<file path="config.mk">
export PLATFORM = sky130hd
export DESIGN_NAME = quiz_arbiter
export DESIGN_NICKNAME = d
export VERILOG_FILES = /design/src/rtl/quiz_pkg.sv /design/src/rtl/key_edge_sync.sv /design/src/rtl/quiz_arbiter.sv
export SDC_FILE = /design/constraint.sdc
export NUM_CORES = 1
export LEC_CHECK = 0
export BUFFER_PORTS_ARGS = -buffer_cell sky130_fd_sc_hd__buf_2
export CAP_MARGIN = 20
export CELL_PAD_IN_SITES_DETAIL_PLACEMENT = 1
export CELL_PAD_IN_SITES_GLOBAL_PLACEMENT = 2
export CORE_MARGIN = 2
export CORE_UTILIZATION = 25
export DETAILED_ROUTE_END_ITERATION = 8
export GPL_ROUTABILITY_DRIVEN = 0
export GPL_TIMING_DRIVEN = 1
export MAX_ROUTING_LAYER = met4
export PLACE_DENSITY_LB_ADDON = 0.1
export REMOVE_ABC_BUFFERS = 1
export SLEW_MARGIN = 15
export SYNTH_ARGS = -nofsm -noshare
export SYNTH_HDL_FRONTEND = slang
export SYNTH_HIERARCHICAL = 1
export SYNTH_SLANG_ARGS = --single-unit
</file>
<file path="constraint.sdc">
create_clock -name CP -period 1.3 [get_ports CP]
set_input_delay 0.065 -clock CP [delete_from_list [all_inputs] [get_ports CP]]
set_output_delay 0.065 -clock CP [all_outputs]
set_load 0.02 [all_outputs]
</file>
<file path="src/rtl/quiz_pkg.sv">
// Shared types and helpers for the quiz-buzzer arbiter: FSM state encoding,
// countdown digit width and the lowest-index key priority encoder.
package quiz_pkg;

  typedef enum logic [1:0] {
    ST_IDLE    = 2'd0,
    ST_ARMED   = 2'd1,
    ST_LOCKED  = 2'd2,
    ST_TIMEOUT = 2'd3
  } state_t;

  localparam int CD_DIGIT_W = 3;
  localparam logic [CD_DIGIT_W-1:0] CD_LAST_DIGIT = 3'd6;

  // Encoder is sized for the widest supported key bank; callers zero-extend.
  localparam int MAX_PLAYERS = 8;
  localparam int MAX_ID_W    = 3;

  function automatic logic [MAX_ID_W-1:0] lowest_set(input logic [MAX_PLAYERS-1:0] vec);
    logic [MAX_ID_W-1:0] idx;
    idx = '0;
    for (int i = MAX_PLAYERS - 1; i >= 0; i--) begin
      if (vec[i]) idx = MAX_ID_W'(i);
    end
    return idx;
  endfunction

endpackage

</file>
<file path="src/rtl/key_edge_sync.sv">
// Two-flop synchroniser plus delay flop for the raw contestant keys, with a
// registered single-cycle rising-edge pulse per key.
module key_edge_sync #(
  parameter int N = 4
) (
  input  logic         CP,
  input  logic         nCR,
  input  logic [N-1:0] key,
  output logic [N-1:0] key_rise
);

  logic [N-1:0] sync1;
  logic [N-1:0] sync2;
  logic [N-1:0] sync3;

  always_ff @(posedge CP or negedge nCR) begin
    if (!nCR) begin
      sync1    <= '0;
      sync2    <= '0;
      sync3    <= '0;
      key_rise <= '0;
    end else begin
      sync1    <= key;
      sync2    <= sync1;
      sync3    <= sync2;
      key_rise <= sync2 & ~sync3;
    end
  end

endmodule

</file>
<file path="src/rtl/quiz_arbiter.sv">
// Contestant arbiter and countdown master for the quiz buzzer.
// Build option: QUIZ_FOUL_DETECT_EN enables sticky early-press (foul) capture in IDLE.
//
// state      | meaning
// -----------+-------------------------------------------------------------
// ST_IDLE    | waiting for host start; timer disabled
// ST_ARMED   | countdown running, first key rise wins
// ST_LOCKED  | winner latched, everything but clear ignored
// ST_TIMEOUT | timer expired without a press, everything but clear ignored
module quiz_arbiter
  import quiz_pkg::*;
#(
  parameter int N_PLAYERS = 4,
  parameter int ID_W      = 3
) (
  input  logic                  CP,
  input  logic                  nCR,
  input  logic                  start,
  input  logic                  clear,
  input  logic [N_PLAYERS-1:0]  key,
  input  logic                  t_up,
  input  logic [CD_DIGIT_W-1:0] cd_digit,
  output logic                  cd_en,
  output logic [CD_DIGIT_W-1:0] disp_digit,
  output logic                  winner_valid,
  output logic [ID_W-1:0]       winner_id,
  output logic                  timeout,
  output logic                  foul_valid,
  output logic [ID_W-1:0]       foul_id
);

  state_t               state;
  logic [N_PLAYERS-1:0] key_rise;
  logic                 any_rise;
  logic [MAX_ID_W-1:0]  rise_low;
  logic [ID_W-1:0]      rise_id;

  key_edge_sync #(.N(N_PLAYERS)) u_key_edge_sync (
    .CP       (CP),
    .nCR      (nCR),
    .key      (key),
    .key_rise (key_rise)
  );

  assign any_rise = |key_rise;
  assign rise_low = lowest_set(MAX_PLAYERS'(key_rise));
  assign rise_id  = ID_W'(rise_low);

`ifndef QUIZ_FOUL_DETECT_EN
  assign foul_valid = 1'b0;
  assign foul_id    = '0;
`endif

  always_ff @(posedge CP or negedge nCR) begin
    if (!nCR) begin
      state        <= ST_IDLE;
      cd_en        <= 1'b0;
      disp_digit   <= '0;
      winner_valid <= 1'b0;
      winner_id    <= '0;
      timeout      <= 1'b0;
`ifdef QUIZ_FOUL_DETECT_EN
      foul_valid   <= 1'b0;
      foul_id      <= '0;
`endif
    end else if (clear) begin
      state        <= ST_IDLE;
      cd_en        <= 1'b0;
      disp_digit   <= '0;
      winner_valid <= 1'b0;
      winner_id    <= '0;
      timeout      <= 1'b0;
`ifdef QUIZ_FOUL_DETECT_EN
      foul_valid   <= 1'b0;
      foul_id      <= '0;
`endif
    end else begin
      case (state)
        ST_IDLE: begin
`ifdef QUIZ_FOUL_DETECT_EN
          // A press in IDLE blocks the round; the first offender is kept.
          if (any_rise) begin
            if (!foul_valid) begin
              foul_valid <= 1'b1;
              foul_id    <= rise_id;
            end
          end else if (start && !foul_valid) begin
            state <= ST_ARMED;
            cd_en <= 1'b1;
          end
`else
          if (start) begin
            state <= ST_ARMED;
            cd_en <= 1'b1;
          end
`endif
        end
        ST_ARMED: begin
          disp_digit <= cd_digit;
          // A key rise beats a coincident timeout.
          if (any_rise) begin
            state        <= ST_LOCKED;
            cd_en        <= 1'b0;
            winner_valid <= 1'b1;
            winner_id    <= rise_id;
          end else if (t_up) begin
            state   <= ST_TIMEOUT;
            cd_en   <= 1'b0;
            timeout <= 1'b1;
          end
        end
        ST_LOCKED, ST_TIMEOUT: begin
        end
        default: state <= ST_IDLE;
      endcase
    end
  end

endmodule

</file>
==> results_dict.tcl, run 1 <==
set metrics [dict create \
    status "finished, final reports clean" \
    fin_cells 149 \
    seq_power_share 0.556 \
    p_sw_mw 0.388 \
    fin_nets 114 \
    ys_seq_area_frac 0.687 \
    cts_tree "built" \
    cpLargestDelayFamily "flip-flops" \
    fmax_ghz 0.809 \
    dieArea_mm2 0.00430 \
    finalSetupViolCount 0 \
    crit_path_cell_trace "nor4_4 > buf_4 > nor2_2 > o21ba_2" \
    final_common_cell "dfrtp_1" \
    clk_path_buf_depth 2 \
    setup_tns_ps 0 \
    p_sw_frac 0.242 \
    critPathMaxFanout 5 \
    hpwl_um 1150 \
    grt_pass1_vias 598 \
    initial_core_util 0.259 \
    via_count 604 \
    ant_nets 0 \
    path_class "flop to flop" \
    netlist_area_um2 947 \
    critPathLaunchType "flop" \
    grt.total_usage 0.0932 \
    cp.arrival_ps 1400 \
    hold_violations 0 \
    place_ws_ps 43.6 \
    pwr-share-clk 0.320 \
    layout-drive-gt1-share 0.347 \
    grt_pass1_wl_um 2840 \
    hold_class "primary input to flop" \
    final_cell_mix "26 x dfrtp_1, 19 x buf_2, 6 x nor2_1, 6 x a21oi_1, 6 x nand2_1" \
    pwr-share-comb 0.124 \
    vias_per_cell 4.05 \
    synthDistinctLibCells 21 \
    syn_inst 72 \
    setup_ws_ps 64.0 \
    core_mm2 0.00366 \
    max_slew.worst_pin.slew_ps 574 \
    diodes 0 \
    numCtsBuffers 3 \
    min_period_over_period 0.951 \
    drv_cap 0 \
    p_leak_nw 0.583 \
    fin_util 0.329 \
    power.internal_mw 1.21 \
    drt-total-wl_um 1680 \
    io_pins 25 \
    crit_slowest_cell "dfrtp_1" \
    syn_to_final_growth_pct 27.3 \
    overflow 0 \
    grt_max_degree 27 \
    first_iter_violations 6 \
    final_max_slew_viol_count 0 \
    ys_warn_count 6 \
    synth-seq-cells 26 \
    cts_max_level 1 \
    synth_area_per_cell_um2 13.2 \
    cts_root_buffer "clkbuf_8" \
    slew_headroom 0.617 \
    clk_pin_slew_ps 90 \
    place_inst 138 \
    skew_ps 2.79 \
    antenna_found_initial 0 \
    worst-path-buf-inv 1 \
    rows 22 \
    clkSinkCount 26 \
    endpoint_kind "flop" \
    ir_worst_vdd_mv 0.559 \
    p_per_area_mw_per_mm2 1330 \
    clkLatencyLatePin_ps 260 \
    routedWlPerCell_um 11.3 \
    die_w_um 65.6 \
    die_h_um 65.6 \
    drc 0 \
    critPathMaxStageDelay_ps 430 \
    dr.pass1.iters 3 \
    layout_min_cycle_time_ps 1240 \
    portBuffers 19 \
    required_ps 1460 \
]
metrics by stage:
stage               hold WS [ps]  total power, mW  cell area [um2]
finish                      27.3             1.60             1210
global route                19.0             1.70             1210
CTS                         23.5             1.63             1190
detailed placement           105             1.09             1080
global placement             100             1.09             1080
floorplan                   -231             1.01              921
timing repair:
item                                    CTS  global route
endpoints found under the hold margin    30             0
gates resized for setup                   0             1
hold buffers                              5             0
endpoints found under the setup margin    0             4
setup buffers                             0             2
cells by family after synthesis:
kind of cell,count (synthesis),synth area share
AND/OR/NAND/NOR,26,0.186
buffers and inverters,7,0.0476
AO/OA/AOI/OAI,12,0.0753
other,1,0.00396
flip-flops,26,0.687
state kept, by name, summed over array words and instances (netlist names):
name / count
cd_en: 1
disp_digit: 3
state: 2
timeout: 1
u_key_edge_sync/key_rise: 4
u_key_edge_sync/sync1: 4
u_key_edge_sync/sync2: 4
u_key_edge_sync/sync3: 4
winner_id: 2
winner_valid: 1
synth_stat cells:
cell | count | area share
o21ba_2 | 1 | 0.011
nor2b_4 | 4 | 0.058
nor2_1 | 7 | 0.028
dfrtp_1 | 26 | 0.69
inv_1 | 1 | 0.0040
a211oi_1 | 1 | 0.0079
nor2b_1 | 2 | 0.013
nand3b_1 | 1 | 0.0079
o211ai_1 | 1 | 0.0079
and2b_2 | 1 | 0.0092
nand2b_1 | 1 | 0.0066
buf_1 | 1 | 0.0040
buf_4 | 5 | 0.040
a31oi_1 | 1 | 0.0066
nor4_4 | 1 | 0.022
nand2_1 | 6 | 0.024
o21ai_0 | 2 | 0.011
or2_2 | 1 | 0.0066
a21oi_1 | 6 | 0.032
nor3_1 | 2 | 0.011
conb_1 | 1 | 0.0040
per-layer routing:
layer	GRT usage	up-vias	routed length, um
li1	-	283	-
met1	0.108	300	738
met2	0.144	19	815
met3	0.0377	2	111
met4	0.0391	0	18
met5	-	-	0
layout make-up:
| type | instances | area (um2) |
|---|---|---|
| Tap cell | 48 | 60.1 |
| Inverter | 1 | 3.75 |
| Fill cell | 393 | 2450 |
| Multi-Input combinational cell | 43 | 269 |
| Sequential cell | 26 | 651 |
| Clock buffer | 4 | 55.1 |
| Timing Repair Buffer | 27 | 168 |
worst min-delay path, delay by kind of cell:
family,cells,cell delay (ps)
buf+inv,1,100
compound gates,1,50
simple gates,1,50
power groups by stage:
stage | sequential, mW | combinational (mW) | clock (mW)
after floorplan | 0.925 | 0.0821 | 0
after global placement | 0.908 | 0.182 | 0
after detailed placement | 0.908 | 0.183 | 0
after CTS | 0.893 | 0.194 | 0.538
after global routing | 0.899 | 0.223 | 0.581
final | 0.891 | 0.198 | 0.512
worst paths after layout:
kind                                                        from                            endpoint  slack (ps)  cells after the start
setup reg to reg           u_key_edge_sync/key_rise[0]$_DFF_PN0_            winner_valid$_DFFE_PN0P_          60                      4
max in group asynchronous                                    nCR  u_key_edge_sync/sync2[2]$_DFF_PN0_         600                      2
hold / removal                                       cd_digit[2]           disp_digit[2]$_DFFE_PN0N_          30                      3
min in group asynchronous                                    nCR           disp_digit[1]$_DFFE_PN0N_         320                      2
setup / recovery           u_key_edge_sync/key_rise[0]$_DFF_PN0_            winner_valid$_DFFE_PN0P_          60                      4
hold reg to reg               u_key_edge_sync/sync1[0]$_DFF_PN0_  u_key_edge_sync/sync2[0]$_DFF_PN0_         350                      0
No activity file was read; power rests on OpenSTA's default activity.
==> run 2: changes to the inputs <==
--- a/config.mk
+++ b/config.mk
@@ -6,5 +6,5 @@
 export NUM_CORES = 1
 export LEC_CHECK = 0
-export BUFFER_PORTS_ARGS = -buffer_cell sky130_fd_sc_hd__buf_2
+export BUFFER_PORTS_ARGS = -buffer_cell sky130_fd_sc_hd__buf_4
 export CAP_MARGIN = 20
 export CELL_PAD_IN_SITES_DETAIL_PLACEMENT = 1
==> constraint.sdc (replaced) <==
create_clock -name CP -period 1.3 [get_ports CP]
set_input_delay 0 -clock CP [delete_from_list [all_inputs] [get_ports CP]]
set_output_delay 0 -clock CP [all_outputs]
set_load 0.02 [all_outputs]
==> run 2 against run 1 <==
Critical path depth fell by 1; maximum frequency rose by 2.4%; wire length fell by 0.24%; utilization rose by 2.4 points; critical path type unchanged; worst setup slack improved by 29 ps; via count fell by 0.17%; sequential cell count did not move; sequential power barely moved; final area rose by 7.2%; cell count rose by 1.3%; largest power group unchanged; highest routed layer unchanged.
==> results_dict.tcl, run 2 (same netlist as run 1, synthesis figures left out) <==
set metrics [dict create \
    core_mm2 0.00366 \
    drv_cap 0 \
    hold_class "primary input to flop" \
    reg2reg_to "winner_valid$_DFFE_PN0P_" \
    finalSetupViolCount 0 \
    dieArea_mm2 0.00430 \
    seq_power_share 0.507 \
    diodes 0 \
    crit_path_cell_trace "nor4_4 > nor2_1 > o21ba_2" \
    grt_pass1_wl_um 2860 \
    status "finished, final reports clean" \
    layout_min_cycle_time_ps 1210 \
    numCtsBuffers 3 \
    syn_to_final_growth_pct 36.5 \
    initial_core_util 0.259 \
    clkLatencyLatePin_ps 260 \
    p_sw_mw 0.385 \
    hpwl_um 1150 \
    die_h_um 65.6 \
    reg2reg_depth 3 \
    critPathMaxFanout 5 \
    ir_worst_vdd_mv 0.682 \
    min_path_cells 3 \
    antenna_found_initial 0 \
    path_class "flop to flop" \
    cp.arrival_ps 1370 \
    final_cell_mix "26 x dfrtp_1, 20 x buf_4, 9 x dlygate4sd3_1, 7 x nor2_1" \
    worst-path-buf-inv 0 \
    dr.pass1.iters 3 \
    endpoint_kind "flop" \
    place_ws_ps 89.4 \
    r2r-start "u_key_edge_sync/key_rise[2]$_DFF_PN0_" \
    cts_max_level 1 \
    vias_per_cell 3.99 \
    io_pins 25 \
    rrSetupSlack_ps 90 \
    grt_max_degree 27 \
    first_iter_violations 7 \
    holdCritStartpoint "t_up" \
    top_usage_layer "met2" \
    p_leak_nw 0.606 \
    drt-total-wl_um 1680 \
    setup_ws_ps 92.9 \
    hold_violations 0 \
    power.internal_mw 1.37 \
    grt_pass1_vias 647 \
    final_max_slew_viol_count 0 \
    p_sw_frac 0.219 \
    overflow 0 \
    routedWlPerCell_um 11.1 \
    die_w_um 65.6 \
    cpLargestDelayFamily "simple AND/OR/NAND/NOR gates" \
    met2_usage 0.159 \
    holdPathEnd "timeout$_DFFE_PN0P_" \
    rows 22 \
    critPathLaunchType "flop" \
    setup_tns_ps 0 \
    required_ps 1460 \
    crit_slowest_cell "dfrtp_1" \
    layout-drive-gt1-share 0.311 \
    met3_usage 0.0360 \
    drc 0 \
    fmax_ghz 0.828 \
    via_count 603 \
    skew_ps 0.781 \
    clk_pin_slew_ps 80 \
    post_cts_resized 0 \
    final_common_cell "dfrtp_1" \
    worst_hold_slack_ps 8.36 \
    cts_tree "built" \
    rsz0062_at_grt "no" \
    pwr-share-comb 0.123 \
    critPathMaxStageDelay_ps 420 \
    min_period_over_period 0.929 \
    clkSinkCount 26 \
    portBuffers 19 \
    clk_path_buf_depth 2 \
    use_met1 0.101 \
    cts_root_buffer "clkbuf_8" \
    ant_nets 0 \
    fin_nets 116 \
    grt.total_usage 0.0949 \
    pwr-share-clk 0.369 \
    p_per_area_mw_per_mm2 1360 \
]
-- run 2: cell types whose count changed in the layout (fill, tap and decap cells not counted), sizes merged --
cell         before  now
dlygate4sd3       5    9
clkbuf            4    3
buf              22   20
bufinv            0    1
-- run 2: repair_timing --
item | in CTS | in global routing
hold endpoints to repair | 39 | 0
buffers inserted | 0 | 0
hold buffers | 9 | 0
-- run 2: stage by stage --
step | instances | util | area (um2) | power [mW]
after floorplan | 70 | - | 921 | 1.01
after CTS | 151 | 0.353 | 1290 | 1.80
final | 151 | 0.353 | 1290 | 1.76
after global placement | 138 | 0.309 | 1130 | 1.11
after global routing | 151 | 0.353 | 1290 | 1.86
after detailed placement | 138 | 0.309 | 1130 | 1.11
-- run 2: layout make-up --
| cell class | instances | area, um2 |
|---|---|---|
| Clock inverter | 1 | 30.0 |
| Clock buffer | 3 | 41.3 |
| Inverter | 1 | 3.75 |
| Fill cell | 396 | 2370 |
| Timing Repair Buffer | 29 | 240 |
| Multi-Input combinational cell | 43 | 267 |
| Tap cell | 48 | 60.1 |
| Sequential cell | 26 | 651 |
-- run 2: worst min-delay path, delay by kind of cell --
| family | cells | cell delay, ps |
|---|---|---|
| AO/OA/AOI/OAI | 1 | 70 |
| buffers and inverters | 1 | 90 |
| AND/OR/NAND/NOR | 1 | 70 |
-- run 2: worst max path at each step --
stage               slack, ps                       end                                   from  cells past startpoint
floorplan                 180  winner_valid$_DFFE_PN0P_  u_key_edge_sync/key_rise[2]$_DFF_PN0_                      3
finish                     90  winner_valid$_DFFE_PN0P_  u_key_edge_sync/key_rise[2]$_DFF_PN0_                      3
global route               10      state[0]$_DFFE_PN0P_  u_key_edge_sync/key_rise[2]$_DFF_PN0_                      3
global placement          120  winner_valid$_DFFE_PN0P_  u_key_edge_sync/key_rise[2]$_DFF_PN0_                      3
CTS                        80  winner_valid$_DFFE_PN0P_  u_key_edge_sync/key_rise[2]$_DFF_PN0_                      3
detailed placement         90  winner_valid$_DFFE_PN0P_  u_key_edge_sync/key_rise[2]$_DFF_PN0_                      3
-- run 2: per-layer routing --
metal  wire (um)  part of all wire  up-vias
met4          25             0.015        0
met2         829              0.49       18
met3          87             0.052        2
li1            -                 -      286
met5           0                 0        -
met1         736              0.44      297
-- run 2: power groups by stage --
| stage | logic, mW | clock network [mW] | registers, mW |
|---|---|---|---|
| after floorplan | 0.0821 | 0 | 0.925 |
| after CTS | 0.223 | 0.680 | 0.894 |
| after global routing | 0.244 | 0.717 | 0.900 |
| after detailed placement | 0.202 | 0 | 0.910 |
| final | 0.217 | 0.650 | 0.892 |
| after global placement | 0.201 | 0 | 0.908 |
==> run 3: changes to the inputs <==
- SYNTH_HIERARCHICAL: 1 -> not set
- clock period: 1.3 -> 1.47 ns (I/O delays scaled with it)
==> run 3 against run 2 <==
Synthesized area decreased by 3.2%; largest power group unchanged; clock skew increased by 3.9 ps; power decreased by 23%; sequential cell count did not move; first-iteration DRC count grew 110%; worst setup slack gained 160 ps; via count up 2.0%; register-to-register slack improved by 160 ps; sequential power decreased by 12%; final area fell by 3.9%; critical path depth did not move; cell count is the same.
==> results_dict.tcl, run 3 <==
set metrics [dict create \
    clk_path_buf_depth 2 \
    grt.total_usage 0.102 \
    hold_violations 0 \
    first_iter_violations 15 \
    synth_top_area_frac 0.709 \
    grt_pass1_wl_um 3150 \
    ys.flop_type "dfrtp_1" \
    synth_area_leader_cell "dfrtp_1" \
    io_pins 25 \
    critPathLaunchType "flop" \
    grt_pass1_vias 710 \
    p_per_area_mw_per_mm2 1090 \
    layout-drive-gt1-share 0.262 \
    grt_max_degree 27 \
    final_max_slew_viol_count 0 \
    final_cell_mix "26 x dfrtp_1, 20 x buf_4, 10 x dlygate4sd3_1, 7 x nor2_1" \
    clk_pin_slew_ps 80 \
    ys_async_sr_fraction 1.00 \
    fin_area_mm2 0.00124 \
    finalSetupViolCount 0 \
    status "finished, final reports clean" \
    ant_nets 0 \
    rsz0062_at_grt "no" \
    diodes 0 \
    fin_util 0.345 \
    fmax_ghz 0.824 \
    drt-total-wl_um 1750 \
    post_cts_buffers 0 \
    synthDistinctLibCells 20 \
    hpwl_um 1170 \
    syn_to_final_growth_pct 35.5 \
    final_common_cell "dfrtp_1" \
    portBuffers 19 \
    numCtsBuffers 3 \
    cp.arrival_ps 1380 \
    dr.pass1.iters 2 \
    synth_area_leaders "dfrtp_1 71%, buf_4 4.1%, nor2b_1 4.1%" \
    synth_common_cells "26 x dfrtp_1, 7 x nor2_1, 6 x a21oi_1, 6 x nand2_1, 6 x nor2b_1" \
    synth-seq-cells 26 \
    worst-path-buf-inv 0 \
    vias_per_cell 4.07 \
    critPathMaxStageDelay_ps 420 \
    clkSinkCount 26 \
    nFillCells 403 \
    via_count 615 \
    cpLargestDelayFamily "simple AND/OR/NAND/NOR gates" \
    antenna_found_initial 0 \
    layout_min_cycle_time_ps 1210 \
    p_leak_nw 0.576 \
    die_h_um 64.6 \
    die_w_um 64.6 \
    synth_edf_count 0 \
    fin_cells 151 \
    drc 0 \
    yosysMostFrequentCell "dfrtp_1" \
    fin_nets 117 \
    crit_slowest_cell "dfrtp_1" \
    rows 22 \
    hold_class "primary input to flop" \
    skew_ps 4.69 \
    setup_tns_ps 0 \
    postPlaceCellArea_mm2 0.00110 \
    path_class "flop to flop" \
    initial_core_util 0.254 \
    crit_path_cell_trace "nor4_4 > nor2_1 > o21ba_2" \
    regArea_um2 651 \
    cts_max_level 1 \
    ir_worst_vdd_mv 0.417 \
    syn_inst 72 \
    netlist_area_um2 917 \
    place_inst 138 \
    cts_root_buffer "clkbuf_8" \
    core_mm2 0.00361 \
    cts_tree "built" \
    multi_input_area_um2 236 \
    min_period_over_period 0.826 \
    overflow 0 \
    required_ps 1630 \
    synth_area_per_cell_um2 12.7 \
    ys_warn_count 0 \
    endpoint_kind "flop" \
    dieArea_mm2 0.00417 \
    critPathMaxFanout 5 \
    clkLatencyLatePin_ps 260 \
    routedWlPerCell_um 11.6 \
    ys_seq_area_frac 0.709 \
    drv_cap 0 \
]
==> run 3: cell counts after synthesis <==
Identical to the previous run, type by type.
==> run 3: worst paths after layout <==
kind                                                             from                                    end  slack [ps]  cells after the start
worst max-delay path            u_key_edge_sync.key_rise[2]$_DFF_PN0_               winner_valid$_DFFE_PN0P_         260                      3
worst min-delay path                                            start                   state[0]$_DFFE_PN0P_         140                      4
worst max register to register  u_key_edge_sync.key_rise[2]$_DFF_PN0_               winner_valid$_DFFE_PN0P_         260                      3
worst min register to register     u_key_edge_sync.sync1[3]$_DFF_PN0_     u_key_edge_sync.sync2[3]$_DFF_PN0_         350                      0
max in group asynchronous                                         nCR  u_key_edge_sync.key_rise[3]$_DFF_PN0_        1040                      2
min in group asynchronous                                         nCR                   state[0]$_DFFE_PN0P_         180                      2
==> run 3: report_power, final <==
| group | internal (mW) | switching, mW | total, mW | leakage, nW |
|---|---|---|---|---|
| combinational | 0.0900 | 0.0984 | 0.188 | 0.228 |
| clock | 0.183 | 0.203 | 0.386 | 0.0216 |
| sequential | 0.758 | 0.0277 | 0.786 | 0.326 |
| total | 1.03 | 0.329 | 1.36 | 0.576 |
==> run 3: cell families after synthesis <==
| kind of cell | Yosys count | synth area share |
|---|---|---|
| buffers and inverters | 7 | 0.0491 |
| other | 1 | 0.00409 |
| AO/OA/AOI/OAI | 12 | 0.0778 |
| flip-flops | 26 | 0.709 |
| AND/OR/NAND/NOR | 26 | 0.160 |
==> run 3: metal layers <==
metal	vias to the layer above	global-route usage	share of wire
met4	0	0.0399	0.0046
li1	288	-	-
met1	308	0.104	0.43
met5	-	-	0
met3	2	0.0226	0.043
met2	17	0.190	0.52
==> run 3: what timing repair did <==
action | 4_1_cts | 5_1_grt
endpoints found under the hold margin | 39 | 0
hold buffers | 10 | 0
resized for setup | 0 | 0
==> run 3: cell type report <==
| class | count | share of cell area |
|---|---|---|
| well taps | 48 | 0.0483 |
| flip-flops and latches | 26 | 0.524 |
| multi-input cells | 43 | 0.190 |
| inverters | 1 | 0.00302 |
| clock buffers | 3 | 0.0332 |
| repair buffers | 30 | 0.201 |
==> run 3: stage by stage <==
stage               power [mW]  hold slack (ps)  setup WS [ps]
global route              1.45              185            164
finish                    1.36              142            256
floorplan                0.881             -296            353
detailed placement       0.974            -62.0            244
global placement         0.971            -72.9            283
CTS                       1.40              135            237
==> run 3: tightest hold or removal path, cell delays in order <==
cell     delay, ps
buf_4          100
nor2b_1        130
nor2_1          90
nor3_1          50
